`src/rtl/conv_pkg.sv`:
```
// Shared FSM state encoding and column-half constants for the image load
// sequencer and its receptive-field position stepper.
package conv_pkg;

  typedef enum logic [1:0] {
    LOAD  = 2'd0,
    SWEEP = 2'd1,
    DONE  = 2'd2
  } seq_state_t;

  localparam logic [3:0] COL_FIRST  = 4'd0;
  localparam logic [3:0] COL_SECOND = 4'd1;

endpackage

```
`src/rtl/rf_position_counter.sv`:
```
// Steps the receptive-field window position: column half 0 -> 1 on the same
// row, then back to half 0 on the next row; wraps to (0,0) after the last one.
module rf_position_counter
  import conv_pkg::*;
#(
  parameter int H = 8,
  parameter int F = 3
) (
  input  logic       clk,
  input  logic       reset,
  input  logic       advance,
  input  logic       clear,
  output logic [3:0] rowNumber,
  output logic [3:0] column,
  output logic       last
);

  localparam logic [3:0] LAST_ROW = 4'(H - F);

  logic [3:0] r_row;
  logic [3:0] r_col;

  assign rowNumber = r_row;
  assign column    = r_col;
  assign last      = (r_row == LAST_ROW) && (r_col == COL_SECOND);

  always_ff @(posedge clk) begin
    if (reset || clear) begin
      r_row <= 4'd0;
      r_col <= COL_FIRST;
    end else if (advance) begin
      if (r_col == COL_FIRST) begin
        r_col <= COL_SECOND;
      end else begin
        r_col <= COL_FIRST;
        r_row <= last ? 4'd0 : r_row + 4'd1;
      end
    end
  end

endmodule

```
`src/rtl/image_load_sequencer.sv`:
```
// Loads one D*H*W frame from a pixel stream, then sweeps the receptive-field
// positions for a downstream selector. Optional: IMAGE_LOAD_SEQUENCER_FRAME_COUNT_EN.
module image_load_sequencer
  import conv_pkg::*;
#(
  parameter int DATA_WIDTH = 8,
  parameter int D          = 1,
  parameter int H          = 8,
  parameter int W          = 8,
  parameter int F          = 3
) (
  input  logic                            clk,
  input  logic                            reset,
  input  logic                            pix_valid,
  input  logic [DATA_WIDTH-1:0]           pix_data,
  output logic                            pix_ready,
  output logic [0:D*H*W*DATA_WIDTH-1]     image,
  output logic [3:0]                      rowNumber,
  output logic [3:0]                      column,
  output logic                            sel_valid,
  input  logic                            sel_ready,
`ifdef IMAGE_LOAD_SEQUENCER_FRAME_COUNT_EN
  output logic [7:0]                      frame_count,
`endif
  output logic                            frame_done
);

  localparam int N_PIX    = D * H * W;
  localparam int CNT_W    = (N_PIX > 1) ? $clog2(N_PIX) : 1;
  localparam int IMG_BITS = N_PIX * DATA_WIDTH;
  localparam int IDX_W    = (IMG_BITS > 1) ? $clog2(IMG_BITS) : 1;

  seq_state_t             r_state;
  seq_state_t             w_nextState;
  logic [CNT_W-1:0]       r_pixCount;
  logic [0:IMG_BITS-1]    r_image;
  logic [IDX_W-1:0]       w_pixBase;
  logic                   w_pixXfer;
  logic                   w_lastPix;
  logic                   w_selXfer;
  logic                   w_lastPos;
  logic                   w_posClear;

  // Transfers are qualified by state directly so the handshakes never loop
  // back through the combinational ready/valid outputs.
  assign w_pixXfer  = pix_valid && (r_state == LOAD);
  assign w_selXfer  = sel_ready && (r_state == SWEEP);
  assign w_lastPix  = (r_pixCount == CNT_W'(N_PIX - 1));
  assign w_pixBase  = IDX_W'(r_pixCount) * IDX_W'(DATA_WIDTH);
  assign w_posClear = (r_state == LOAD);
  assign image      = r_image;

  always_ff @(posedge clk) begin
    if (reset) begin
      r_state <= LOAD;
    end else begin
      r_state <= w_nextState;
    end
  end

  always_comb begin
    w_nextState = r_state;
    pix_ready   = 1'b0;
    sel_valid   = 1'b0;
    frame_done  = 1'b0;
    case (r_state)
      LOAD: begin
        pix_ready = 1'b1;
        if (w_pixXfer && w_lastPix) w_nextState = SWEEP;
      end
      SWEEP: begin
        sel_valid = 1'b1;
        if (w_selXfer && w_lastPos) w_nextState = DONE;
      end
      DONE: begin
        frame_done  = 1'b1;
        w_nextState = LOAD;
      end
      default: w_nextState = LOAD;
    endcase
  end

  always_ff @(posedge clk) begin
    if (reset) begin
      r_pixCount <= '0;
    end else if (r_state != LOAD) begin
      r_pixCount <= '0;
    end else if (w_pixXfer) begin
      r_pixCount <= w_lastPix ? '0 : r_pixCount + CNT_W'(1);
    end
  end

  always_ff @(posedge clk) begin
    if (reset) begin
      r_image <= '0;
    end else if (w_pixXfer) begin
      r_image[w_pixBase +: DATA_WIDTH] <= pix_data;
    end
  end

  rf_position_counter #(
    .H (H),
    .F (F)
  ) u_position (
    .clk       (clk),
    .reset     (reset),
    .advance   (w_selXfer),
    .clear     (w_posClear),
    .rowNumber (rowNumber),
    .column    (column),
    .last      (w_lastPos)
  );

`ifdef IMAGE_LOAD_SEQUENCER_FRAME_COUNT_EN
  logic [7:0] r_frameCount;

  always_ff @(posedge clk) begin
    if (reset) begin
      r_frameCount <= 8'd0;
    end else if (r_state == DONE) begin
      r_frameCount <= r_frameCount + 8'd1;
    end
  end

  assign frame_count = r_frameCount;
`endif

endmodule

```
`config.mk`:
```
export PLATFORM = sky130hd
export DESIGN_NAME = image_load_sequencer
export DESIGN_NICKNAME = d
export VERILOG_FILES = /design/src/rtl/conv_pkg.sv /design/src/rtl/rf_position_counter.sv /design/src/rtl/image_load_sequencer.sv
export SDC_FILE = /design/constraint.sdc
export NUM_CORES = 1
export LEC_CHECK = 0
export ABC_AREA = 1
export BUFFER_PORTS_ARGS = -buffer_cell sky130_fd_sc_hd__buf_4
export CORE_MARGIN = 8
export CORE_UTILIZATION = 50
export DETAILED_ROUTE_END_ITERATION = 16
export PLACE_DENSITY = 0.76
export SLEW_MARGIN = 20
export SYNTH_ARGS = -nofsm -noshare
export SYNTH_HDL_FRONTEND = slang
export SYNTH_HIERARCHICAL = 1
export SYNTH_SLANG_ARGS = --single-unit
```
`constraint.sdc`:
```
create_clock -name clk -period 2.2 [get_ports clk]
set_input_delay 0.22 -clock clk [delete_from_list [all_inputs] [get_ports clk]]
set_output_delay 0.22 -clock clk [all_outputs]
set_load 0.005 [all_outputs]
```
### Word level (Yosys, flattened, before mapping)

Index checks and enable logic that the tools add are counted.
Widths: inputs -> output; s select.

* add/subtract/negate cells: 3
* multipliers: 0
* divide/modulo/power cells: 0
* magnitude comparators: 0
* eq/ne operators: 7
* shift operators: 2
* mux-type cells: 10
* bitwise operators: 2
* reduce and logical (&&, ||, !) cells: 12

Operators by type and width (count)
* $shift 513x11->512 const A: 1
* $shiftx 513x11->512: 1
* $bwmux 512: 1
* $neg 10->11: 1
* $not 9->10: 1
* $add 6x1->6 const B: 1
* $eq 6x6->1 const B: 1
* $mux 6: 1
* $logic_and 1x1->1: 5
* $add 4x1->4 const B: 1
* $eq 4x1->1 const B: 1
* $eq 4x3->1 const B: 1
* $logic_not 4->1: 1
* $mux 1: 4
* $mux 2: 2
* $mux 4: 1
* $pmux 2 s2: 1
* $reduce_and 2->1: 2
* $eq 2x1->1 const B: 1
* $eq 2x2->1 const B: 1
* $logic_not 2->1: 1
* $ne 2x1->1 const B: 1
* $ne 2x2->1 const B: 1
* $reduce_bool 2->1: 1
* 3 further kinds: 3

* register bits: 528
* bits in latches: 0
* bits in writable memories: 0
* ROM bits: 0
* bits of input ports: 12
* output and inout port bits: 523
* memories kept: 0

### Logic depth before layout (Yosys ltp)

* depth in word-level cells: 5
* gate-level depth with buffers: 12
* gate-level depth less buffers: 9

### By module

Netlist, hierarchy kept.

Modules (own cells, without submodules)
* image_load_sequencer: times used 1, cells an instance 3201, area each 21205.3 µm²
* rf_position_counter: times used 1, cells an instance 47, area each 321.6 µm²

### Worst setup path after synthesis

Ideal clock, no wire load.

* kind: register -> register
* start: register r_pixCount[1]
* end: register r_image (netlist bit image[392])
* library setup time: 0.113 ns
* arrival time: 1.866 ns
* setup slack: 0.221 ns
* cell stages (with the launch flop): 12
* period minus slack after synthesis: 1.979 ns
* cells stage by stage: dfxtp_1 -> clkinv_1 -> clkbuf_1 -> ha_1 -> inv_1 -> nor2_2 -> nand3_1 -> nor2_1 -> buf_2 -> nand2_1 -> nand2_1 -> nor2_1

* longest elaborated chain between the ends: 4
* elaborated cells on any way between the ends: 5
* classes of those cells: 1 x add/sub; 2 x shift; 1 x mux; 1 x bitwise

Ends and longest elaborated chain
* from (decl): line image_load_sequencer.sv:35 `logic [CNT_W-1:0] r_pixCount;`
* from (signal assigned): line image_load_sequencer.sv:89 `r_pixCount <= w_lastPix ? '0 : r_pixCount + CNT_W'(1);`
* $not 9->10 (implied by the code) *: line image_load_sequencer.sv:97 `r_image[w_pixBase +: DATA_WIDTH] <= pix_data;`
* $neg 10->11 *: line image_load_sequencer.sv:97
* $shiftx 513x11->512 or $shift 513x11->512 (tied branches): line image_load_sequencer.sv:97
* $bwmux 512 *: line image_load_sequencer.sv:97
* to (signal, indexed assignment): line image_load_sequencer.sv:97
* to (decl): line image_load_sequencer.sv:36 `logic [0:IMG_BITS-1] r_image;`

Every way passes the cells marked *; elsewhere a longest branch is shown, timed or not.
A chain may end at the register's enable or synchronous reset.

### Worst setup path after layout

* start: register r_pixCount[2]
* end: register r_state[0]

* longest elaborated chain between the ends: 4

Ends and longest elaborated chain
* $eq 6x6->1: line image_load_sequencer.sv:48 `assign w_lastPix = (r_pixCount == CNT_W'(N_PIX - 1));`
* $logic_and 1x1->1: line image_load_sequencer.sv:69 `if (w_pixXfer && w_lastPix) w_nextState = SWEEP;`
* $ne 2x2->1 (no line)
* $reduce_and 2->1 (no line)
* to (signal assigned): line image_load_sequencer.sv:57 `r_state <= w_nextState;`
* to (decl): line image_load_sequencer.sv:33 `seq_state_t r_state;`

Every way passes these cells.

==> key figures <==
Clocking
  – Clk root buf: clkbuf_16
  – H-tree depth: 2
  – CTS max path bufs: 3
  – CTS tree: built
  – Worst-path clk slew: 0.06 ns
  – Sink Count: 525
  – Num CTS Buffers: 55
  – Worst skew pair latency: 0.60 ns
  – Post CTS Setup Buffer Count: 0

Final layout
  – Final Util: 0.662
  – Nets: 3822
  – Area delta synth->final: 31.7%
  – Share of cells above drive strength 1: 0.206
  – Final instance area: 0.0283 mm2

Logic synthesis
  – Largest cells by area after synthesis: dfxtp_1 49%, nor2_1 19%, nand2_1 19%
  – Post-synth top flop: dfxtp_1
  – YS warnings: 6
  – Area leader, netlist: dfxtp_1
  – Synthesized netlist cell count: 3248
  – Count leader, synth: nor2_1
  – Syn_area_per_cell: 6.63 um2
  – Asr flop ratio synth: 0
  – Yosys reg bits: 525
  – Post-synth top cells: 1093 x nor2_1, 1082 x nand2_1, 525 x dfxtp_1
  – Post-synth EDFFs: 0
  – Register area share after synthesis: 0.488
  – Post-synth top area share: 0.488
  – Post-synthesis cell type count: 29
  – Syn Std Cell Area: 0.0215 mm2

Timing
  – RSZ-0062 raised after global routing: yes
  – Worst-Margin Slew: 0.590 ns
  – Hold violation total from the final report: 0
  – Part of the cycle the worst path needs: 0.968
  – Setup TNS: 0 ns
  – Slew Limit Fails: 0
  – Clk_skew: 0.0176 ns
  – Setup Viol. Count Final: 0
  – Min Hold Slack: 0.0453 ns
  – Final critical-path required period: 2.13 ns
  – Fmax: 0.470 GHz
  – Max transition margin: 0.605

Floorplan
  – Starting Density: 0.503
  – Die height: 223 um
  – # rows: 76
  – Die X: 223 um
  – Io pins: 535
  – Die ar.: 0.0500 mm2
  – Core Region: 0.0428 mm2

Drt
  – Initial DRC Count: 2016
  – DR WL/cell: 17.8 um
  – Final wirelength: 78200 um
  – First-pass DRT Iterations: 6
  – Routed Antenna Nets: 0
  – Remaining DRCs: 0
  – Via density: 4.98
  – DR vias: 21870

Setup path
  – Data arrival, critical path: 2.67 ns
  – Critical Path RT: 2.74 ns
  – FF-to-FF Start: r_pixCount[2]
  – Reg2reg end: r_state[0]
  – Crit end category: flip-flop
  – Largest stage delay on the critical path: 0.58 ns
  – Setup crit start kind: flip-flop
  – Critical Path Slowest Stage Cell: dfxtp_2
  – Critical Path Start: r_pixCount[2]
  – Worst Setup Path Type: flip-flop to flip-flop
  – Critical path peak fanout: 20
  – Worst path cell trace: buf_4, nand3_1, nor2_1, nand2_1, a21oi_1, dlygate4sd3_1
  – R2R setup slack: 0.07 ns
  – R2R depth: 6
  – Critical path capture point: r_state[0]

Run
  – Max-Cap Viols: 0

Global route
  – Grt ovf: 0
  – Vias in the first global route: 20191
  – GRT met2 Usage: 0.487
  – First-pass GRT wire length: 118000 um
  – GR peak layer: met2
  – Met3 usage: 0.0722
  – Met1 usage: 0.373
  – Overall routing resource usage: 0.300
  – Initial antenna violation count: 1
  – Largest net degree at the start of global routing: 68

Pwr
  – Power Density: 710 mW/mm2
  – Max IR drop VDD: 0.000579 V
  – Total chip power: 20.1 mW
  – Leakage: 13.7 nW

Placed design
  – DP Area: 0.0264 mm2
  – Global placer's final weighted congestion: 0.933
  – IO buf count: 531
  – Hpwl dp: 58800 um

Outcome
  – Outcome: complete, no violations

Hold path
  – Hold Crit Start: pix_data[3]
  – Worst min path class: input pin to flip-flop
## metal layers
| layer | up-vias | wire length, um |
|---|---|---|
| met4 | 0 | 3760 |
| li1 | 10886 | - |
| met3 | 186 | 6430 |
| met1 | 9926 | 32400 |
| met2 | 872 | 35700 |
| met5 | - | 0 |
## per-stage QoR
stage	instances	setup slack, ns
3_3_place_gp	4285	0.129
6_report	4391	0.0710
2_1_floorplan	3250	0.221
3_5_place_dp	4285	0.0586
4_1_cts	4390	0.0546
5_1_grt	4391	-0.0104
## cells by family (layout without fill, tap and decap cells)
group / count (synthesis) / after routing / synth area share
simple gates: 2342 / 2342 / 0.430
compound gates: 61 / 61 / 0.0148
fa+ha+maj: 8 / 8 / 0.00465
xor+xnor: 2 / 2 / 0.000814
flops: 525 / 525 / 0.488
buf+inv: 309 / 903 / 0.0613
other cells: 1 / 4 / 0.000174
## area by class of cell
class                   instances  area [um2]
diodes                          1        2.50
clock buffers                  84        1620
clock inverters                15         239
fillers                      3873       14400
inverters                     149         568
multi-input cells            2416        9720
flip-flops and latches        525       10500
well taps                     546         683
repair buffers                655        5010
## cells in the final DEF (no fill, tap or decap), types with 2 or more instances in the layout
cell           instances
inv_2                  3
inv_1                142
xor2_1                 2
a21oi_1                4
buf_12                 6
o21ai_0               49
inv_8                  2
nand4_1               33
inv_6                  2
nor2_2                20
conb_1                 3
dlygate4sd3_1          6
clkbuf_16             57
dfxtp_2                2
nor2_1              1092
bufinv_16              6
dfxtp_1              523
clkinv_1               2
nand3_4                2
clkinv_2               7
clkbuf_1              18
nand3_1               50
nor3_1                33
nor2_4                27
buf_4                643
ha_1                   8
o21ai_1                6
clkbuf_8               9
nand2_1             1082
## report_power, final
group	internal (mW)	switching (mW)	total [mW]
Sequential	9.54	0.0296	9.57
Combinational	0.282	0.656	0.938
Clock	5.76	3.86	9.62
Total	15.6	4.55	20.1
## sequential cells by signal (all words and copies together), names as in the netlist
signal	flops
image	512
r_pixCount	6
u_position/rowNumber	4
r_state	2
u_position/column	1
## what timing repair did
item | 4_1_cts | 5_1_grt
endpoints found under the setup margin | 0 | 40
endpoints found under the hold margin | 5 | 0
gates resized for setup | 0 | 1
hold buffers | 6 | 0
## critical path, delay by kind of cell, from the launching register on
family | cells | cell delay, ns
and+or+nand+nor | 3 | 0.47
AOI/OAI and AO/OA | 1 | 0.18
DFF | 1 | 0.58
buffers and inverters | 2 | 0.84
## how the worst min path moves through the flow
stage	end	slack (ns)	cells after the start
floorplan	r_state[0]	0.29	1
global placement	image[277]	0.46	2
detailed placement	image[466]	0.47	2
CTS	image[236]	0.02	5
global route	image[238]	0.05	5
finish	image[236]	0.05	5
(Power assumes the default switching activity.)
